`src/rtl/seg_display_mux_if.sv`:
```
// rtl/seg_display_mux_if.sv - value/strobe in, segment and digit-enable pins out for seg_display_mux
interface seg_display_mux_if #(
    parameter int DIGITS = 4
);
    logic [4*DIGITS-1:0] value;
    logic                value_valid;
    logic [DIGITS-1:0]   dp;
    logic                blank_lz;
    logic [7:0]          segReg;
    logic [DIGITS-1:0]   dsEN;

    modport master (
        output value,
        output value_valid,
        output dp,
        output blank_lz,
        input  segReg,
        input  dsEN
    );

    modport slave (
        input  value,
        input  value_valid,
        input  dp,
        input  blank_lz,
        output segReg,
        output dsEN
    );
endinterface

```
`src/rtl/seg_display_mux.sv`:
```
// rtl/seg_display_mux.sv - multiplexed hex 7-segment driver with dead time, blanking and flash-on-change
// Optional PWM dimming input enabled by defining SEG_DISPLAY_MUX_BRIGHTNESS_EN.
module seg_display_mux #(
    parameter int DIGITS         = 4,
    parameter int PRESCALE       = 25000,
    parameter int DEAD           = 64,
    parameter int FLASH_FRAMES   = 8,
    parameter int SEG_ACTIVE_LOW = 1,
    parameter int EN_ACTIVE_LOW  = 1
) (
    input  logic              clk,
    input  logic              rst_n,
`ifdef SEG_DISPLAY_MUX_BRIGHTNESS_EN
    input  logic [3:0]        brightness,
`endif
    seg_display_mux_if.slave  bus
);

    localparam int PW = (PRESCALE > 1) ? $clog2(PRESCALE) : 1;
    localparam int SW = (DIGITS > 1) ? $clog2(DIGITS) : 1;
    localparam int FW = $clog2(2 * FLASH_FRAMES + 2);

    localparam logic [PW-1:0]     PS_LAST    = PW'(PRESCALE - 1);
    localparam logic [PW-1:0]     DEAD_END   = PW'(DEAD);
    localparam logic [SW-1:0]     SCAN_LAST  = SW'(DIGITS - 1);
    localparam logic [FW-1:0]     FLASH_LOAD = FW'(2 * FLASH_FRAMES);
    // XOR masks that turn active-high internal values into pin polarity; also the "all off" pattern.
    localparam logic [7:0]        SEG_OFF    = {8{SEG_ACTIVE_LOW != 0}};
    localparam logic [DIGITS-1:0] EN_OFF     = {DIGITS{EN_ACTIVE_LOW != 0}};

    generate
        if (PRESCALE < 2 || PRESCALE <= DEAD) begin : g_bad_prescale
            $error("seg_display_mux: PRESCALE must be >= 2 and > DEAD");
        end
        if (DIGITS < 1) begin : g_bad_digits
            $error("seg_display_mux: DIGITS must be >= 1");
        end
    endgenerate

    logic [PW-1:0]       presc;
    logic [SW-1:0]       scan;
    logic [4*DIGITS-1:0] pending;
    logic [4*DIGITS-1:0] shown;
    logic [4*DIGITS-1:0] shown_next;
    logic [FW-1:0]       flash_cnt;

    logic                slot_end;
    logic                frame_end;
    logic                dark;
    logic                bright_ok;
    logic                active;
    logic                blanked;

    logic [3:0]          cur_nib;
    logic                cur_dp;
    logic                cur_zero;
    logic [DIGITS-1:0]   scan_onehot;
    logic [DIGITS-1:0]   zero_above;
    logic                lz_run;

    logic [7:0]          seg_hi;
    logic [DIGITS-1:0]   en_hi;
    logic [7:0]          seg_next;
    logic [DIGITS-1:0]   en_next;
    logic [7:0]          seg_q;
    logic [DIGITS-1:0]   en_q;

    function automatic logic [6:0] glyph(input logic [3:0] nib);
        logic [6:0] g;
        case (nib)
            4'h0: g = 7'h3F;
            4'h1: g = 7'h06;
            4'h2: g = 7'h5B;
            4'h3: g = 7'h4F;
            4'h4: g = 7'h66;
            4'h5: g = 7'h6D;
            4'h6: g = 7'h7D;
            4'h7: g = 7'h07;
            4'h8: g = 7'h7F;
            4'h9: g = 7'h6F;
            4'hA: g = 7'h77;
            4'hB: g = 7'h7C;
            4'hC: g = 7'h39;
            4'hD: g = 7'h5E;
            4'hE: g = 7'h79;
            default: g = 7'h71;
        endcase
        return g;
    endfunction

    assign slot_end   = (presc == PS_LAST);
    assign frame_end  = slot_end && (scan == SCAN_LAST);
    // A strobe landing on the boundary cycle goes straight to the display, skipping pending.
    assign shown_next = bus.value_valid ? bus.value : pending;
    assign dark       = (flash_cnt != '0) && !flash_cnt[0];

`ifdef SEG_DISPLAY_MUX_BRIGHTNESS_EN
    logic [3:0] presc_lo;
    generate
        if (PW >= 4) begin : g_plo_wide
            assign presc_lo = presc[3:0];
        end else begin : g_plo_narrow
            assign presc_lo = {{(4 - PW){1'b0}}, presc};
        end
    endgenerate
    assign bright_ok = (presc_lo <= brightness);
`else
    assign bright_ok = 1'b1;
`endif

    // zero_above[i] is set when nibbles DIGITS-1 down to i are all zero.
    always_comb begin
        zero_above = '0;
        lz_run     = 1'b1;
        for (int i = DIGITS - 1; i >= 0; i--) begin
            lz_run        = lz_run && (shown[4*i +: 4] == 4'h0);
            zero_above[i] = lz_run;
        end
    end

    always_comb begin
        cur_nib     = 4'h0;
        cur_dp      = 1'b0;
        cur_zero    = 1'b0;
        scan_onehot = '0;
        for (int i = 0; i < DIGITS; i++) begin
            if (scan == SW'(i)) begin
                cur_nib        = shown[4*i +: 4];
                cur_dp         = bus.dp[i];
                cur_zero       = zero_above[i];
                scan_onehot[i] = 1'b1;
            end
        end
    end

    always_comb begin
        seg_hi  = 8'h00;
        en_hi   = '0;
        active  = (presc >= DEAD_END) && !dark && bright_ok;
        blanked = bus.blank_lz && (scan != '0) && cur_zero;
        if (active) begin
            if (!blanked) begin
                en_hi  = scan_onehot;
                seg_hi = {cur_dp, glyph(cur_nib)};
            end else if (cur_dp) begin
                en_hi  = scan_onehot;
                seg_hi = 8'h80;
            end
        end
        seg_next = seg_hi ^ SEG_OFF;
        en_next  = en_hi ^ EN_OFF;
    end

    always_ff @(posedge clk or negedge rst_n) begin
        if (!rst_n) begin
            presc     <= '0;
            scan      <= '0;
            pending   <= '0;
            shown     <= '0;
            flash_cnt <= '0;
        end else begin
            if (bus.value_valid) begin
                pending <= bus.value;
            end
            if (slot_end) begin
                presc <= '0;
                scan  <= (scan == SCAN_LAST) ? '0 : scan + SW'(1);
            end else begin
                presc <= presc + PW'(1);
            end
            if (frame_end) begin
                shown <= shown_next;
                if (shown_next != shown) begin
                    flash_cnt <= FLASH_LOAD;
                end else if (flash_cnt != '0) begin
                    flash_cnt <= flash_cnt - FW'(1);
                end
            end
        end
    end

    always_ff @(posedge clk or negedge rst_n) begin
        if (!rst_n) begin
            seg_q <= SEG_OFF;
            en_q  <= EN_OFF;
        end else begin
            seg_q <= seg_next;
            en_q  <= en_next;
        end
    end

    assign bus.segReg = seg_q;
    assign bus.dsEN   = en_q;

endmodule

```
`src/flat_wrapper.sv`:
```
// flat-port wrapper written by rule: the top's interface ports become plain ports
module seg_display_mux_flat 
#(
    parameter int DIGITS         = 4,
    parameter int PRESCALE       = 25000,
    parameter int DEAD           = 64,
    parameter int FLASH_FRAMES   = 8,
    parameter int SEG_ACTIVE_LOW = 1,
    parameter int EN_ACTIVE_LOW  = 1
)
  (clk, rst_n, bus_value, bus_value_valid, bus_dp, bus_blank_lz, bus_segReg, bus_dsEN);
  seg_display_mux_if #(.DIGITS(DIGITS)) bus_i ();
  input  logic clk;
  input  logic rst_n;
  input wire logic [$bits(bus_i.value)-1:0] bus_value;
  input wire logic [$bits(bus_i.value_valid)-1:0] bus_value_valid;
  input wire logic [$bits(bus_i.dp)-1:0] bus_dp;
  input wire logic [$bits(bus_i.blank_lz)-1:0] bus_blank_lz;
  output wire logic [$bits(bus_i.segReg)-1:0] bus_segReg;
  output wire logic [$bits(bus_i.dsEN)-1:0] bus_dsEN;
  assign bus_i.value = bus_value;
  assign bus_i.value_valid = bus_value_valid;
  assign bus_i.dp = bus_dp;
  assign bus_i.blank_lz = bus_blank_lz;
  assign bus_segReg = bus_i.segReg;
  assign bus_dsEN = bus_i.dsEN;
  seg_display_mux #(.DIGITS(DIGITS), .PRESCALE(PRESCALE), .DEAD(DEAD), .FLASH_FRAMES(FLASH_FRAMES), .SEG_ACTIVE_LOW(SEG_ACTIVE_LOW), .EN_ACTIVE_LOW(EN_ACTIVE_LOW)) u_core (.clk(clk), .rst_n(rst_n), .bus(bus_i));
endmodule
```
`config.mk`:
```
export PLATFORM = sky130hd
export DESIGN_NAME = seg_display_mux_flat
export DESIGN_NICKNAME = d
export VERILOG_FILES = /design/src/rtl/seg_display_mux_if.sv /design/src/rtl/seg_display_mux.sv /design/src/flat_wrapper.sv
export SDC_FILE = /design/constraint.sdc
export NUM_CORES = 1
export LEC_CHECK = 0
export CORE_MARGIN = 3
export CORE_UTILIZATION = 50
export DETAILED_ROUTE_END_ITERATION = 12
export PLACE_DENSITY_LB_ADDON = 0.15
export SLEW_MARGIN = 20
export SYNTH_ARGS = -nofsm -noshare
export SYNTH_HDL_FRONTEND = slang
export SYNTH_SLANG_ARGS = --single-unit
export TNS_END_PERCENT = 30
```
`constraint.sdc`:
```
create_clock -name clk -period 2.51 [get_ports clk]
set_input_delay 0.3765 -clock clk [delete_from_list [all_inputs] [get_ports clk]]
set_output_delay 0.3765 -clock clk [all_outputs]
set_load 0.005 [all_outputs]
```
; Yosys cells after proc, flatten, opt, wreduce, memory -nomap -nowiden
; Memory sizes are Yosys's and may differ from the RTL's.
; Index checks and enable logic that the tools add are counted.
[totals]
mem_bits_ro = 112
ram_bits = 0
mem_count = 1
regBits = 66
out_inout_bits = 12
elab_cells = 65
latchBits = 0
in_bits = 24
[memory_table]
columns = name, depth, word_bits, rd, rd_ports_with_merged_regs, wr, line
row1 = (name not given), 16, 7, 1, 0, 0, seg_display_mux.sv:70  ; case (nib)
[op_classes]
shift = 0
div_mod_pow = 0
addsub = 3
bitwise_logic = 2
order_cmp = 1
reduce_logical = 19
mux = 27
n_eq_ne = 5
multipliers = 0
[op_table]
columns = cell, n
row1 = $mux W4, 7
row2 = $mux W8, 3
row3 = $logic_not A4 Y1, 4
row4 = $mux W16, 1
row5 = $ne A16 B16 Y1, 1
row6 = $add A15 B1 Y15 const B, 1
row7 = $eq A15 B15 Y1 const B, 1
row8 = $ge A15 B7 Y1 const B, 1
row9 = $mux W15, 1
row10 = $mux W1, 12
row11 = $mux W5, 2
row12 = $logic_and A1 B1 Y1, 8
row13 = $not A8 Y8, 1
row14 = $reduce_bool A5 Y1, 1
row15 = $sub A5 B1 Y5 const B, 1
row16 = $eq A2 B2 Y1 const B, 2
row17 = $not A4 Y4, 1
row18 = $reduce_bool A2 Y1, 2
row19 = $add A2 B1 Y2 const B, 1
row20 = $eq A2 B1 Y1 const B, 1
row21 = $logic_not A1 Y1, 2
row22 = $logic_not A2 Y1, 1
row23 = $mux W2, 1
row24 = $reduce_and A2 Y1, 1

; Logic depth before layout (Yosys ltp)
[logic_depth]
ltp_word = 12
depth_mapped = 12
depth_no_buf = 11

; Worst setup path after synthesis
; OpenSTA, ideal clock, no wires.
[synth_timing]
path_kind = register to register
startpoint = reg u_core.scan[1]
endpoint = reg u_core.seg_q[3], in the netlist u_core.bus.segReg[3]
setup_ns = 0.098
period_less_slack_ns = 2.293
path_buffers = 1
stages_incl_launch_ff = 13
arrival_ns = 2.194
required_ns = 2.412
setup_slack_ns = 0.217
path_cell_list = dfrtp_1 -> inv_1 -> ha_1 -> buf_2 -> nor2b_1 -> a221oi_1 -> nor3_1 -> a21oi_1 -> inv_1 -> ha_1 -> nor2b_1 -> a211oi_1 -> o21ai_0
[synth_via]
elab_chain_cells = 9
elab_cells_between_ends = 19
classes_between = eq/ne: 3 / mux: 10 / bitwise: 1 / reduce/logical: 4 / memory: 1
[synth_lines]
columns = element, line
row1 = "start, declared", seg_display_mux.sv:41  ; logic [SW-1:0] scan;
row2 = "start signal, assigned", seg_display_mux.sv:167  ; scan <= (scan == SCAN_LAST) ? '0 : scan + SW'(1);
row3 = $logic_not A2 Y1, seg_display_mux.sv:127  ; if (scan == SW'(i)) begin
row4 = $mux W4 / $mux W1 (equally long branches) (4 in a row), seg_display_mux.sv:127
row5 = $mem_v2 Z16 W7 / $logic_and A1 B1 Y1 (equally long branches), -
row6 = $mux W8 (*), seg_display_mux.sv:142  ; if (!blanked) begin
row7 = $mux W8 (*), seg_display_mux.sv:141  ; if (active) begin
row8 = $not A8 Y8 (no line) (*), -
row9 = net u_core.seg_next[3], seg_display_mux.sv:63  ; logic [7:0] seg_next;
row10 = "end signal, assigned", seg_display_mux.sv:187  ; seg_q <= seg_next;
row11 = "end, declared", seg_display_mux.sv:65  ; logic [7:0] seg_q;
; Mark *: on every way through the listed nets, which the timed path passes. The rest lies on a longest branch.
; A chain may end at the register's enable or synchronous reset.

; Worst setup path after layout
[layout_timing]
startpoint = in bus_value_valid
endpoint = reg u_core.flash_cnt[1]
[layout_via]
elab_chain_cells = 4
elab_cells_between_ends = 5
classes_between = eq/ne: 1 / mux: 2 / reduce/logical: 2
[layout_lines]
columns = element, line
row1 = "start, declared", flat_wrapper.sv:16  ; input wire logic [$bits(bus_i.value_valid)-1:0] bus_value_valid;
row2 = $mux W16 (*), seg_display_mux.sv:94  ; assign shown_next = bus.value_valid ? bus.value : pending;
row3 = net u_core.shown_next[0], seg_display_mux.sv:44  ; logic [4*DIGITS-1:0] shown_next;
row4 = $ne A16 B16 Y1 (*), seg_display_mux.sv:173  ; if (shown_next != shown) begin
row5 = $reduce_bool A2 Y1 (no line), -
row6 = $reduce_and A2 Y1 (no line), -
row7 = "end signal, assigned", seg_display_mux.sv:176  ; flash_cnt <= flash_cnt - FW'(1);
row8 = "end, declared", seg_display_mux.sv:45  ; logic [FW-1:0] flash_cnt;
; Marks and branches as above.

==> summary.txt <==
Place
  – Pre-CTS WS: -0.308 ns
  – HPWL Detailed: 4690 µm
  – Port Buffer Count: 35
  – GP Congestion: 0.774

Timing
  – Clock Skews: 0.00901 ns
  – Setup violators final: 0
  – Final setup TNS: 0 ns
  – Final Max Tran Viols: 0
  – Least-Margin Pin Slew: 0.805 ns
  – Setup ws final: 0.159 ns
  – Top achievable clock speed: 0.425 GHz
  – Min cycle time layout: 2.35 ns
  – RSZ-0062 raised after global routing: yes
  – Fin crit share: 0.937
  – Hold slack: 0.199 ns
  – Final Hold Viols: 0
  – Rel. slew slack: 0.463

Synthesis
  – Fraction of registers with async set or reset after synthesis: 1.00
  – Cells after synthesis: 312
  – Register area share after synthesis: 0.498
  – Most numerous cell in the Yosys netlist: dfrtp_1
  – Primary FF master, synth: dfrtp_1
  – Synth unique cells: 46
  – Top cells by area, synth: dfrtp_1, dfstp_2, mux2_2, ha_1, xnor2_1
  – Synth warn: 0
  – EDFF count, synth: 0
  – FF+latch count, synth: 66
  – Post-synth top area cell: dfrtp_1
  – Mapped Nets: 349
  – Syn avg cell area: 10.7 µm²
  – Post-Syn Area: 0.00335 mm²
  – Post-synth top area share: 0.403
  – Top cells by count, synth: dfrtp_1, nand2_1, inv_1

Setup path
  – Crit path kind: in2reg
  – CP Capture Type: flip-flop
  – CP max-delay cell: clkdlybuf4s50_1
  – CP cell instances: clkdlybuf4s50_1, buf_12, buf_12, mux2_2, xor2_1, nor4_1, nand4_1, or3_4, o21ai_2
  – CP top delay family: simple AND/OR/NAND/NOR gates
  – Element type at the critical path start: input port
  – Arr. time, crit path: 2.63 ns
  – Most frequent CP cell: buf_12
  – Largest stage delay, worst path: 0.50 ns
  – CP Buf/Inv Count: 3
  – Critical Path RT: 2.79 ns
  – Crit path from: bus_value_valid
  – CP Max Fanout: 9
  – FF-to-FF Start: u_core.scan[1]

Floorplanning
  – Die area: 0.00772 mm²
  – Top Ports: 36
  – Height of the die: 87.8 µm
  – Width of the chip: 87.8 µm
  – Initial Util: 0.522
  – Core ar.: 0.00642 mm²
  – FP Rows: 29

Clocking
  – Root Driver: clkbuf_8
  – Cts hold-fix bufs: 0
  – CTS Buf Count: 9
  – Clock Latency Late Sink: 0.34 ns
  – H-tree depth: 3
  – Clock sinks: 66
  – Clock Pin Slew Worst Setup and Hold Paths: 0.07 ns
  – CTS tree: done
  – CTS Buffer Depth: 2

Outcome
  – Outcome: complete, no violations

GRT
  – Number of global-route vias before repair: 2,402
  – First-pass GRT wire length: 11,300 µm
  – Pin count of the biggest net entering global routing: 67
  – GRT overflow: 0
  – Initial antenna violation count: 0
  – Total track usage: 0.192

Power
  – Maximum vdd drop: 0.000318 V
  – Pwr Total: 2.31 mW
  – Lkg Pwr: 1.88 nW
  – Pwr Density: 552 mW/mm²

Cells and area
  – Ant diodes: 0
  – P&R area growth vs syn: 24.8%
  – Nets: 411
  – Fraction of layout instances using a drive strength above 1: 0.227

Detailed routing
  – WL met3: 249 µm
  – Wirelength, routed: 6620 µm
  – # DRC: 0
  – Uppermost routed layer: met4
  – Met2 routed WL: 3070 µm
  – First drt pass iteration count: 4
  – First-iteration detailed-routing DRC count: 136
  – WL met1: 3180 µm
  – Routed Antenna Nets: 0
  – Via density: 5.33
  – Via count: 2,429
  – DR WL/cell: 14.5 µm

Min path
  – Min-delay worst type: in2async

Job
  – Maxcap violations: 0
==> layout by cell type, fill, tap and decap left out, types with 8 or more instances in the layout <==
master	instances
buf_4	25
clkbuf_8	10
clkdlybuf4s50_1	34
dfrtp_1	54
dfstp_2	12
ha_1	12
inv_1	23
mux2_2	16
nand2_1	24
nor2_1	19
nor4_1	8
o21ai_0	16
xnor2_1	18
xor2_1	13
==> registers in the layout (all words and copies together), names as in the netlist <==
name               cells
u_core.presc          15
u_core.pending        16
u_core.flash_cnt       5
u_core.bus.dsEN        4
u_core.scan            2
u_core.bus.segReg      8
u_core.shown          16
==> through the flow <==
step | util | area (µm²) | instances
2_1_floorplan | - | 3350 | 312
3_3_place_gp | 0.613 | 3940 | 438
5_1_grt | 0.651 | 4180 | 456
6_report | 0.651 | 4180 | 456
4_1_cts | 0.647 | 4150 | 454
3_5_place_dp | 0.613 | 3940 | 438
==> path summary, 6_finish.rpt <==
| check | endpoint | slack (ns) | cells after the start |
|---|---|---|---|
| max in group asynchronous | u_core.presc[8] | 1.77 | 2 |
| max | u_core.flash_cnt[1] | 0.16 | 9 |
| min reg2reg | u_core.presc[10] | 0.50 | 1 |
| min | u_core.pending[1] | 0.20 | 2 |
| max reg2reg | u_core.bus.segReg[3] | 0.17 | 11 |
| min in group clk | u_core.presc[10] | 0.50 | 1 |
==> metal layers <==
metal	vias to the layer above	GRT usage
li1	1196	-
met1	1168	0.258
met2	53	0.293
met3	12	0.0499
met4	0	0.0893
met5	-	0
==> what timing repair did <==
item | in CTS | in global routing
endpoints found under the setup margin | 0 | 8
resized for setup | 0 | 4
setup buffers | 0 | 2
==> power breakdown <==
group | leakage (nW) | total, mW | internal, mW | switching (mW)
Sequential | 0.753 | 1.11 | 1.10 | 0.0154
Combinational | 1.02 | 0.211 | 0.118 | 0.0939
Clock | 0.109 | 0.984 | 0.583 | 0.401
Total | 1.88 | 2.31 | 1.80 | 0.510
==> final cells by class <==
| type | instances | area [µm²] |
|---|---|---|
| fill | 495 | 2240 |
| sequential | 66 | 1670 |
| multi-input combinational | 212 | 1540 |
| timing repair buffer | 62 | 573 |
| clock buffer | 11 | 141 |
| tap | 77 | 96.3 |
| inverter | 23 | 86.3 |
| clock inverter | 5 | 77.6 |
==> cell families (layout without fill, tap and decap cells) <==
group	Yosys count	in the layout	share of synthesized area
fa+ha+maj	13	13	0.0486
flops	66	66	0.498
buf+inv	34	101	0.0463
xor+xnor	31	31	0.0811
compound gates	47	47	0.0919
mux	27	27	0.0911
simple gates	94	94	0.143
Power figures use the tool's default switching activity.
